===== src/rtl/inst_fetch_queue_pkg.sv =====
// Shared constants for the instruction fetch queue: default widths and
// reset/bubble values, plus the 2-bit fetch state encodings.
package inst_fetch_queue_pkg;

    localparam int unsigned IF_XLEN     = 32;
    localparam logic [31:0] IF_RESET_PC = 32'h8000_0000;
    localparam logic [31:0] IF_INST_NOP = 32'h0000_0013;

    localparam logic [1:0] IF_IDLE    = 2'd0;
    localparam logic [1:0] IF_WAIT    = 2'd1;
    localparam logic [1:0] IF_DISCARD = 2'd2;

endpackage


===== src/rtl/inst_fetch_queue_fetch_fifo.sv =====
// Synchronous FIFO holding packed {pc, inst} entries for the fetch queue.
// Pointers carry an extra wrap bit so full and empty are distinguishable.
module fetch_fifo
    import inst_fetch_queue_pkg::*;
#(
    parameter int unsigned WIDTH = 2 * IF_XLEN,
    parameter int unsigned DEPTH = 2
) (
    input  logic                     clk_i,
    input  logic                     rst_i,
    input  logic                     push_i,
    input  logic                     pop_i,
    input  logic                     clear_i,
    input  logic [WIDTH-1:0]         data_i,
    output logic                     full_o,
    output logic                     empty_o,
    output logic [$clog2(DEPTH):0]   count_o,
    output logic [WIDTH-1:0]         head_o
);

    localparam int unsigned PTR_W = $clog2(DEPTH);

    logic [PTR_W:0]   wr_ptr_q, wr_ptr_d;
    logic [PTR_W:0]   rd_ptr_q, rd_ptr_d;
    logic [WIDTH-1:0] mem_q [DEPTH];
    logic [WIDTH-1:0] mem_d [DEPTH];
    logic             do_push;
    logic             do_pop;

    assign empty_o = (wr_ptr_q == rd_ptr_q);
    assign full_o  = (wr_ptr_q[PTR_W] != rd_ptr_q[PTR_W]) &&
                     (wr_ptr_q[PTR_W-1:0] == rd_ptr_q[PTR_W-1:0]);
    assign count_o = wr_ptr_q - rd_ptr_q;
    assign head_o  = mem_q[rd_ptr_q[PTR_W-1:0]];

    // A full FIFO still accepts a push when the head leaves in the same cycle.
    always_comb begin
        do_pop   = pop_i && !empty_o;
        do_push  = push_i && (!full_o || do_pop);
        wr_ptr_d = wr_ptr_q;
        rd_ptr_d = rd_ptr_q;
        mem_d    = mem_q;
        if (clear_i) begin
            wr_ptr_d = '0;
            rd_ptr_d = '0;
        end else begin
            if (do_push) begin
                mem_d[wr_ptr_q[PTR_W-1:0]] = data_i;
                wr_ptr_d = wr_ptr_q + (PTR_W + 1)'(1);
            end
            if (do_pop) begin
                rd_ptr_d = rd_ptr_q + (PTR_W + 1)'(1);
            end
        end
    end

    always_ff @(posedge clk_i) begin
        if (rst_i) begin
            wr_ptr_q <= '0;
            rd_ptr_q <= '0;
        end else begin
            wr_ptr_q <= wr_ptr_d;
            rd_ptr_q <= rd_ptr_d;
        end
    end

    always_ff @(posedge clk_i) begin
        mem_q <= mem_d;
    end

endmodule


===== src/rtl/inst_fetch_queue.sv =====
// Instruction fetch stage: single-outstanding sequential fetcher feeding a
// small {pc, inst} FIFO whose head is presented to decode (NOP when empty).
module inst_fetch_queue
    import inst_fetch_queue_pkg::*;
#(
    parameter int unsigned     XLEN       = IF_XLEN,
    parameter logic [XLEN-1:0] RESET_PC   = IF_RESET_PC,
    parameter int unsigned     FIFO_DEPTH = 2,
    parameter logic [XLEN-1:0] NOP_INST   = IF_INST_NOP
) (
    input  logic            clk_i,
    input  logic            rst_i,
    input  logic            stall_i,
    input  logic            flush_i,
    input  logic [XLEN-1:0] flush_pc_i,
    output logic [XLEN-1:0] pc_o,
    output logic [XLEN-1:0] inst_o,
    output logic            imem_req_o,
    output logic [XLEN-1:0] imem_addr_o,
    input  logic            imem_gnt_i,
    input  logic            imem_rvalid_i,
    input  logic [XLEN-1:0] imem_rdata_i
);

    localparam int unsigned     CNT_W      = $clog2(FIFO_DEPTH) + 1;
    localparam logic [XLEN-1:0] ALIGN_MASK = ~XLEN'(3);

    logic [1:0]        state_q, state_d;
    logic [XLEN-1:0]   fetch_pc_q, fetch_pc_d;
    logic [XLEN-1:0]   req_pc_q, req_pc_d;
    logic [XLEN-1:0]   fetch_addr;
    logic              pending;
    logic              push;
    logic              pop;
    logic              fifo_full;
    logic              fifo_empty;
    logic [CNT_W-1:0]  fifo_count;
    logic [CNT_W-1:0]  occupancy;
    logic [2*XLEN-1:0] head;

    fetch_fifo #(
        .WIDTH (2 * XLEN),
        .DEPTH (FIFO_DEPTH)
    ) u_fifo (
        .clk_i   (clk_i),
        .rst_i   (rst_i),
        .push_i  (push),
        .pop_i   (pop),
        .clear_i (flush_i),
        .data_i  ({req_pc_q, imem_rdata_i}),
        .full_o  (fifo_full),
        .empty_o (fifo_empty),
        .count_o (fifo_count),
        .head_o  (head)
    );

    // Requests are gated by flush and reset so no grant can land in those cycles.
    always_comb begin
        fetch_addr  = fetch_pc_q & ALIGN_MASK;
        pending     = (state_q != IF_IDLE);
        occupancy   = fifo_count + CNT_W'(pending);
        imem_req_o  = (state_q == IF_IDLE) && !fifo_full &&
                      (occupancy < CNT_W'(FIFO_DEPTH)) && !flush_i && !rst_i;
        imem_addr_o = fetch_addr;
        push        = (state_q == IF_WAIT) && imem_rvalid_i && !flush_i;
        pop         = !stall_i && !flush_i && !fifo_empty;

        state_d    = state_q;
        fetch_pc_d = fetch_pc_q;
        req_pc_d   = req_pc_q;
        case (state_q)
            IF_IDLE: begin
                if (imem_req_o && imem_gnt_i) begin
                    state_d    = IF_WAIT;
                    req_pc_d   = fetch_addr;
                    fetch_pc_d = fetch_addr + XLEN'(4);
                end
            end
            // A response arriving with a flush closes the transaction here, so there is nothing left to discard.
            IF_WAIT: begin
                if (imem_rvalid_i) begin
                    state_d = IF_IDLE;
                end else if (flush_i) begin
                    state_d = IF_DISCARD;
                end
            end
            IF_DISCARD: begin
                if (imem_rvalid_i) begin
                    state_d = IF_IDLE;
                end
            end
            default: state_d = IF_IDLE;
        endcase
        if (flush_i) begin
            fetch_pc_d = flush_pc_i & ALIGN_MASK;
        end

        if (fifo_empty) begin
            inst_o = NOP_INST;
            pc_o   = (state_q == IF_WAIT) ? req_pc_q : fetch_addr;
        end else begin
            pc_o   = head[2*XLEN-1:XLEN];
            inst_o = head[XLEN-1:0];
        end
    end

    always_ff @(posedge clk_i) begin
        if (rst_i) begin
            state_q    <= IF_IDLE;
            fetch_pc_q <= RESET_PC;
            req_pc_q   <= RESET_PC;
        end else begin
            state_q    <= state_d;
            fetch_pc_q <= fetch_pc_d;
            req_pc_q   <= req_pc_d;
        end
    end

endmodule


===== config.mk =====
export PLATFORM = sky130hd
export DESIGN_NAME = inst_fetch_queue
export DESIGN_NICKNAME = d
export VERILOG_FILES = /design/src/rtl/inst_fetch_queue_pkg.sv /design/src/rtl/inst_fetch_queue_fetch_fifo.sv /design/src/rtl/inst_fetch_queue.sv
export SDC_FILE = /design/constraint.sdc
export NUM_CORES = 1
export LEC_CHECK = 0
export CAP_MARGIN = 5
export CORE_MARGIN = 5
export CORE_UTILIZATION = 52
export CTS_CLUSTER_DIAMETER = 60
export DETAILED_ROUTE_END_ITERATION = 10
export PLACE_DENSITY = 0.89
export RECOVER_POWER = 25
export SLEW_MARGIN = 20
export SYNTH_ARGS = -nofsm -noshare
export SYNTH_HDL_FRONTEND = slang
export SYNTH_HIERARCHICAL = 1
export SYNTH_SLANG_ARGS = --single-unit

===== constraint.sdc =====
create_clock -name clk_i -period 8.6 [get_ports clk_i]
set_input_delay 1.72 -clock clk_i [delete_from_list [all_inputs] [get_ports clk_i]]
set_output_delay 1.72 -clock clk_i [all_outputs]
set_load 0.005 [all_outputs]

# ---- Word level (Yosys, flattened, before mapping)
# Index checks and enable logic that the tools add are counted.
dict set report totals {
  regBits 196
  out_inout_bits 97
  elab_cells 73
}
dict set report classes {
  n_addsub 5
  order_cmp 4
  n_eq_ne 8
  muxes 17
  n_bitwise 3
  reduce_logical 28
}
# op n
set ops {}
lappend ops {{$mux 64} 4}
lappend ops {{$mux 32} 6}
lappend ops {{$bwmux 128} 1}
lappend ops {{$demux 64 s1} 1}
lappend ops {{$add 32x3->32 const B} 1}
lappend ops {{$logic_and 1x1->1} 13}
lappend ops {{$mux 2} 4}
lappend ops {{$pmux 2 s3} 1}
lappend ops {{$reduce_and 2->1} 3}
lappend ops {{$reduce_bool 2->1} 3}
lappend ops {{$logic_not 1->1} 5}
lappend ops {{$add 2x1->2 const B} 2}
lappend ops {{$ge 2x2->1 const B} 2}
lappend ops {{$not 1->2} 2}
lappend ops {{$ne 3x3->1 const B} 1}
lappend ops {{$reduce_and 3->1} 1}
lappend ops {{$add 2x1->2} 1}
lappend ops {{$eq 2x1->1 const B} 1}
lappend ops {{$eq 2x2->1} 1}
lappend ops {{$eq 2x2->1 const B} 1}
lappend ops {{$logic_not 2->1} 1}
lappend ops {{$lt 2x1->1 const B} 1}
lappend ops {{$lt 2x2->1 const B} 1}
lappend ops {{$ne 2x1->1 const B} 1}
lappend ops {{other kinds (7)} 7}

# ---- Longest topological paths before layout
dict set report logic_depth {
  depth_word 11
  ltp_mapped 10
  depth_no_buf 9
}

# ---- Cells and area by module
# The synthesis kept the hierarchy.
# module instances cells_per_inst area_per_inst_um2 seq_area_each_um2
set modules_own_cells {}
lappend modules_own_cells {fetch_fifo 1 232 4893.4 3923.8}
lappend modules_own_cells {inst_fetch_queue 1 499 3786.1 1241.2}

# ---- Worst setup path after synthesis
# OpenSTA, ideal clock, no wires.
dict set report synth_timing {
  path_type {input port to flip-flop}
  start {input port flush_i}
  end {register u_fifo/mem_q[0] (netlist name) (enable)}
  setup_time_ns 0.565
  t_arrival_ns 7.049
  required_time_ns 8.035
  path_slack_ns 0.986
  path_stages 6
  n_path_buf 2
  cell_sequence {clkbuf_1 -> clkbuf_1 -> nor3_1 -> nand2b_1 -> o21ai_2 -> nor3_1}
}
dict set report synth_between {
  elab_chain_cells 7
  word_cells_on_any_way 9
  classes_between {bitwise: 1; reduce/logical: 8}
}
# element line_no
set synth_lines {}
lappend synth_lines {{from (decl)} inst_fetch_queue.sv:14} ;# input logic flush_i,
lappend synth_lines {{$logic_not 1->1} inst_fetch_queue.sv:66} ;# pop = !stall_i && !flush_i && !fifo_empty;
lappend synth_lines {{$logic_and 1x1->1 (2 in series)} inst_fetch_queue.sv:66}
lappend synth_lines {{named net pop} inst_fetch_queue.sv:34} ;# logic pop;
lappend synth_lines {{$logic_and 1x1->1} inst_fetch_queue_fetch_fifo.sv:38} ;# do_pop = pop_i && !empty_o;
lappend synth_lines {{$logic_or 1x1->1} inst_fetch_queue_fetch_fifo.sv:39} ;# do_push = push_i && (!full_o || do_pop);
lappend synth_lines {{$logic_and 1x1->1} inst_fetch_queue_fetch_fifo.sv:39}
lappend synth_lines {{$reduce_and 2->1 (no line)} -}
lappend synth_lines {{to (signal assigned)} inst_fetch_queue_fetch_fifo.sv:68} ;# mem_q <= mem_d;
lappend synth_lines {{to (decl)} inst_fetch_queue_fetch_fifo.sv:25} ;# logic [WIDTH-1:0] mem_q [DEPTH];
# The timed path passes the listed nets, and every way through them passes these cells.
# A chain may end at the register's enable or synchronous reset.

# ---- Worst setup path in the final report
dict set report layout_timing {
  start {register u_fifo.rd_ptr_q[0]}
  end {output port pc_o[31]}
}
dict set report layout_between {
  word_cells_on_any_way 6
  classes_between {eq/ne: 1; mux: 4; bitwise: 1}
}
# element line_no
set layout_rtl {}
lappend layout_rtl {{from (decl)} inst_fetch_queue_fetch_fifo.sv:24} ;# logic [PTR_W:0] rd_ptr_q, rd_ptr_d;
lappend layout_rtl {{from (signal assigned)} inst_fetch_queue_fetch_fifo.sv:63} ;# rd_ptr_q <= rd_ptr_d;
lappend layout_rtl {{$eq 2x2->1} inst_fetch_queue_fetch_fifo.sv:30} ;# assign empty_o = (wr_ptr_q == rd_ptr_q);
lappend layout_rtl {{named net fifo_empty} inst_fetch_queue.sv:36} ;# logic fifo_empty;
lappend layout_rtl {{$mux 32} inst_fetch_queue.sv:98} ;# if (fifo_empty) begin
lappend layout_rtl {{to (decl)} inst_fetch_queue.sv:16} ;# output logic [XLEN-1:0] pc_o,
# The timed path passes the listed nets, and every way through them passes these cells. The select of a mux whose other input is x is not followed.

==> impl_metrics.yaml <==
outcome:
  outcome: "complete, no violations"
yosys:
  ys_warn_count: 6
  syn-cell-area_mm2: 0.00868
  syn_area_per_cell_um2: 11.9
  synth_edf_count: 128
  postSynthCellCount: 731
  yosys_register_bits: 194
  ys_seq_area_frac: 0.595
  synthArstFlopShare: 0
  synth_top_area_cell: "edfxtp_1"
  synth.distinct_cells: 57
  ys.flop_type: "edfxtp_1"
  yosys.area.top_type_share: 0.443
  synthTopCellsByArea: "edfxtp_1, dfxtp_1, mux2_2"
setup_path:
  end_kind: "primary output"
  max_stage_delay_ps: 980
  cp_max_fo: 95
  cp.required_ps: 6880
  criticalPathCategory: "flip-flop to primary output"
  cpMaxStageDelayCell: "dfxtp_4"
  start_kind: "flip-flop"
  r2r_cells: 7
  cp_cell_sequence: "ha_1, and2_4, nor2_1, a21oi_1, clkdlybuf4s50_1"
  worstPathArrival_ps: 3540
floorplan:
  die-area_mm2: 0.0194
  ioPinCount: 167
  initial_core_util: 0.527
  dieWidth_um: 139
  core_mm2: 0.0165
  rows: 47
  die_h_um: 139
timing:
  fin_crit_sh: 0.612
  fmax_mhz: 190
  tns_ps: 0
  tightest_slew_ps: 1090
  slew_headroom: 0.272
  rsz0062_at_grt: "false"
  skew_ps: 14.9
  period_needed_ps: 5260
  slew_viol_final: 0
  hold_violations: 0
  setup_violations: 0
clocking:
  postCtsHoldBufs: 0
  cts.root.buffer_cell: "clkbuf_16"
  cts_sinks: 194
  cts-htree-levels: 4
  clockBufferDepth: 2
  cts_resized: 0
  insertion_delay_ps: 430
  clk_pin_slew_ps: 70
  cts_tree: "yes"
  cts_buffers: 17
  cts_setup_buffers: 0
cells_and_area:
  nets: 951
  finalNonFillerCells: 1112
  n_fill_cell: 1190
  seq_area_mm2: 0.00517
  mostFrequentLayoutCell: "clkdlybuf4s50_1"
  final_layout_size_suffix_gt1_frac: 0.152
  insertedDiodeCount: 0
  areaGrowthSynthToFinish_pct: 27.3
  multi_input_area_mm2: 0.00329
  most-common-layout-cells: "clkdlybuf4s50_1, edfxtp_1, nand2_1, a21oi_1, dfxtp_1"
grt:
  grt_pass1_vias: 6072
  grt_max_degree: 96
  grt_usage: 0.206
  grt_pass1_wl_um: 32100
  antenna_found_initial: 0
  gr-total-overflow: 0
routing:
  drc_errors: 0
  routed_via_density: 5.55
  ant_nets: 0
  drtPass1Iterations: 4
  wire_per_inst_um: 18.0
  finalWirelength_um: 20000
  vias: 6173
  drt_iter0_drc: 444
power:
  p_per_area_mw_per_mm2: 179
  p_leak_nw: 3.76
  irDropWorstVdd_mv: 0.161
hold_path:
  holdPathStages: 0
  hp-class: "flip-flop to flip-flop"
placement:
  dp_hpwl_um: 12700
  io_buffers: 162
  dp.cells: 1080
  gp_congestion: 0.811
flow_run:
  maxCapViolCount: 0
area by class of cell:
class | count | share of cell area
Inverter | 10 | 0.00340
Multi-Input combinational cell | 485 | 0.298
Clock buffer | 17 | 0.0385
Clock inverter | 15 | 0.0155
Timing Repair Buffer | 171 | 0.152
Tap cell | 220 | 0.0249
Sequential cell | 194 | 0.468
path summary, 6_finish.rpt:
| path | start | endpoint | slack (ps) |
|---|---|---|---|
| worst min-delay path | req_pc_q[20] | u_fifo/mem_q[52] | 480 |
| worst min register to register | req_pc_q[20] | u_fifo/mem_q[52] | 480 |
| worst max register to register | u_fifo/rd_ptr_q[0] | u_fifo/mem_q[22] | 4770 |
| worst max-delay path | u_fifo/rd_ptr_q[0] | pc_o[31] | 3340 |
critical path, delay by kind of cell, from the launching register on:
family | cells | cell delay, ps
adders and majority gates | 1 | 350
buffers and inverters | 1 | 560
and+or+nand+nor | 2 | 950
AOI/OAI and AO/OA | 1 | 270
DFF | 1 | 980
registers in the layout, summed over array words and instances (netlist names):
register / cells
fetch_pc_q: 30
req_pc_q: 30
state_q: 2
u_fifo/wr_ptr_q: 2
u_fifo/rd_ptr_q: 2
u_fifo/mem_q: 128
cell usage after synthesis, drive strengths merged (7+ instances only):
cell	instances
xnor2	21
mux2i	33
nand2	88
nand3	17
mux2	64
buf	19
nor4	10
inv	9
dfxtp	66
nand4	7
nor3	10
nor2b	31
clkbuf	28
a21oi	73
a211oi	12
nor2	51
edfxtp	128
metal layers:
metal  vias up  wire length (µm)  track usage
met4         0               311       0.0649
met3        24              1290       0.0441
met5         -                 0            0
met2       240              9830        0.342
met1      2980              8590        0.272
li1       2929                 -            -
where the power goes:
group          internal [mW]  switching, mW  total [mW]
registers               1.00         0.0246        1.03
logic                 0.0854         0.0629       0.148
clock network          0.438          0.360       0.798
logic make-up (layout without fill, tap and decap cells):
group / count (synthesis) / in the layout / synth area share
AND/OR/NAND/NOR: 246 / 246 / 0.150
flip-flops: 194 / 194 / 0.595
AO/OA/AOI/OAI: 113 / 113 / 0.0784
multiplexers: 97 / 97 / 0.121
buffers and inverters: 57 / 213 / 0.0297
XOR/XNOR: 21 / 21 / 0.0221
adder cells (fa/ha/maj): 2 / 2 / 0.00288
other: 1 / 6 / 0.000432
stage by stage:
step | setup slack (ps) | utilization | total power, mW | instance area (µm²) | hold slack, ps
6_report | 3340 | 0.671 | 1.97 | 11100 | 475
5_1_grt | 3070 | 0.671 | 2.04 | 11100 | 483
4_1_cts | 3220 | 0.671 | 1.98 | 11100 | 475
3_5_place_dp | 3620 | 0.635 | 1.20 | 10500 | 460
3_3_place_gp | 3610 | 0.635 | 1.19 | 10500 | 453
2_1_floorplan | 986 | - | 1.10 | 8700 | 447
Note: power is estimated with default switching activity, not from simulation.
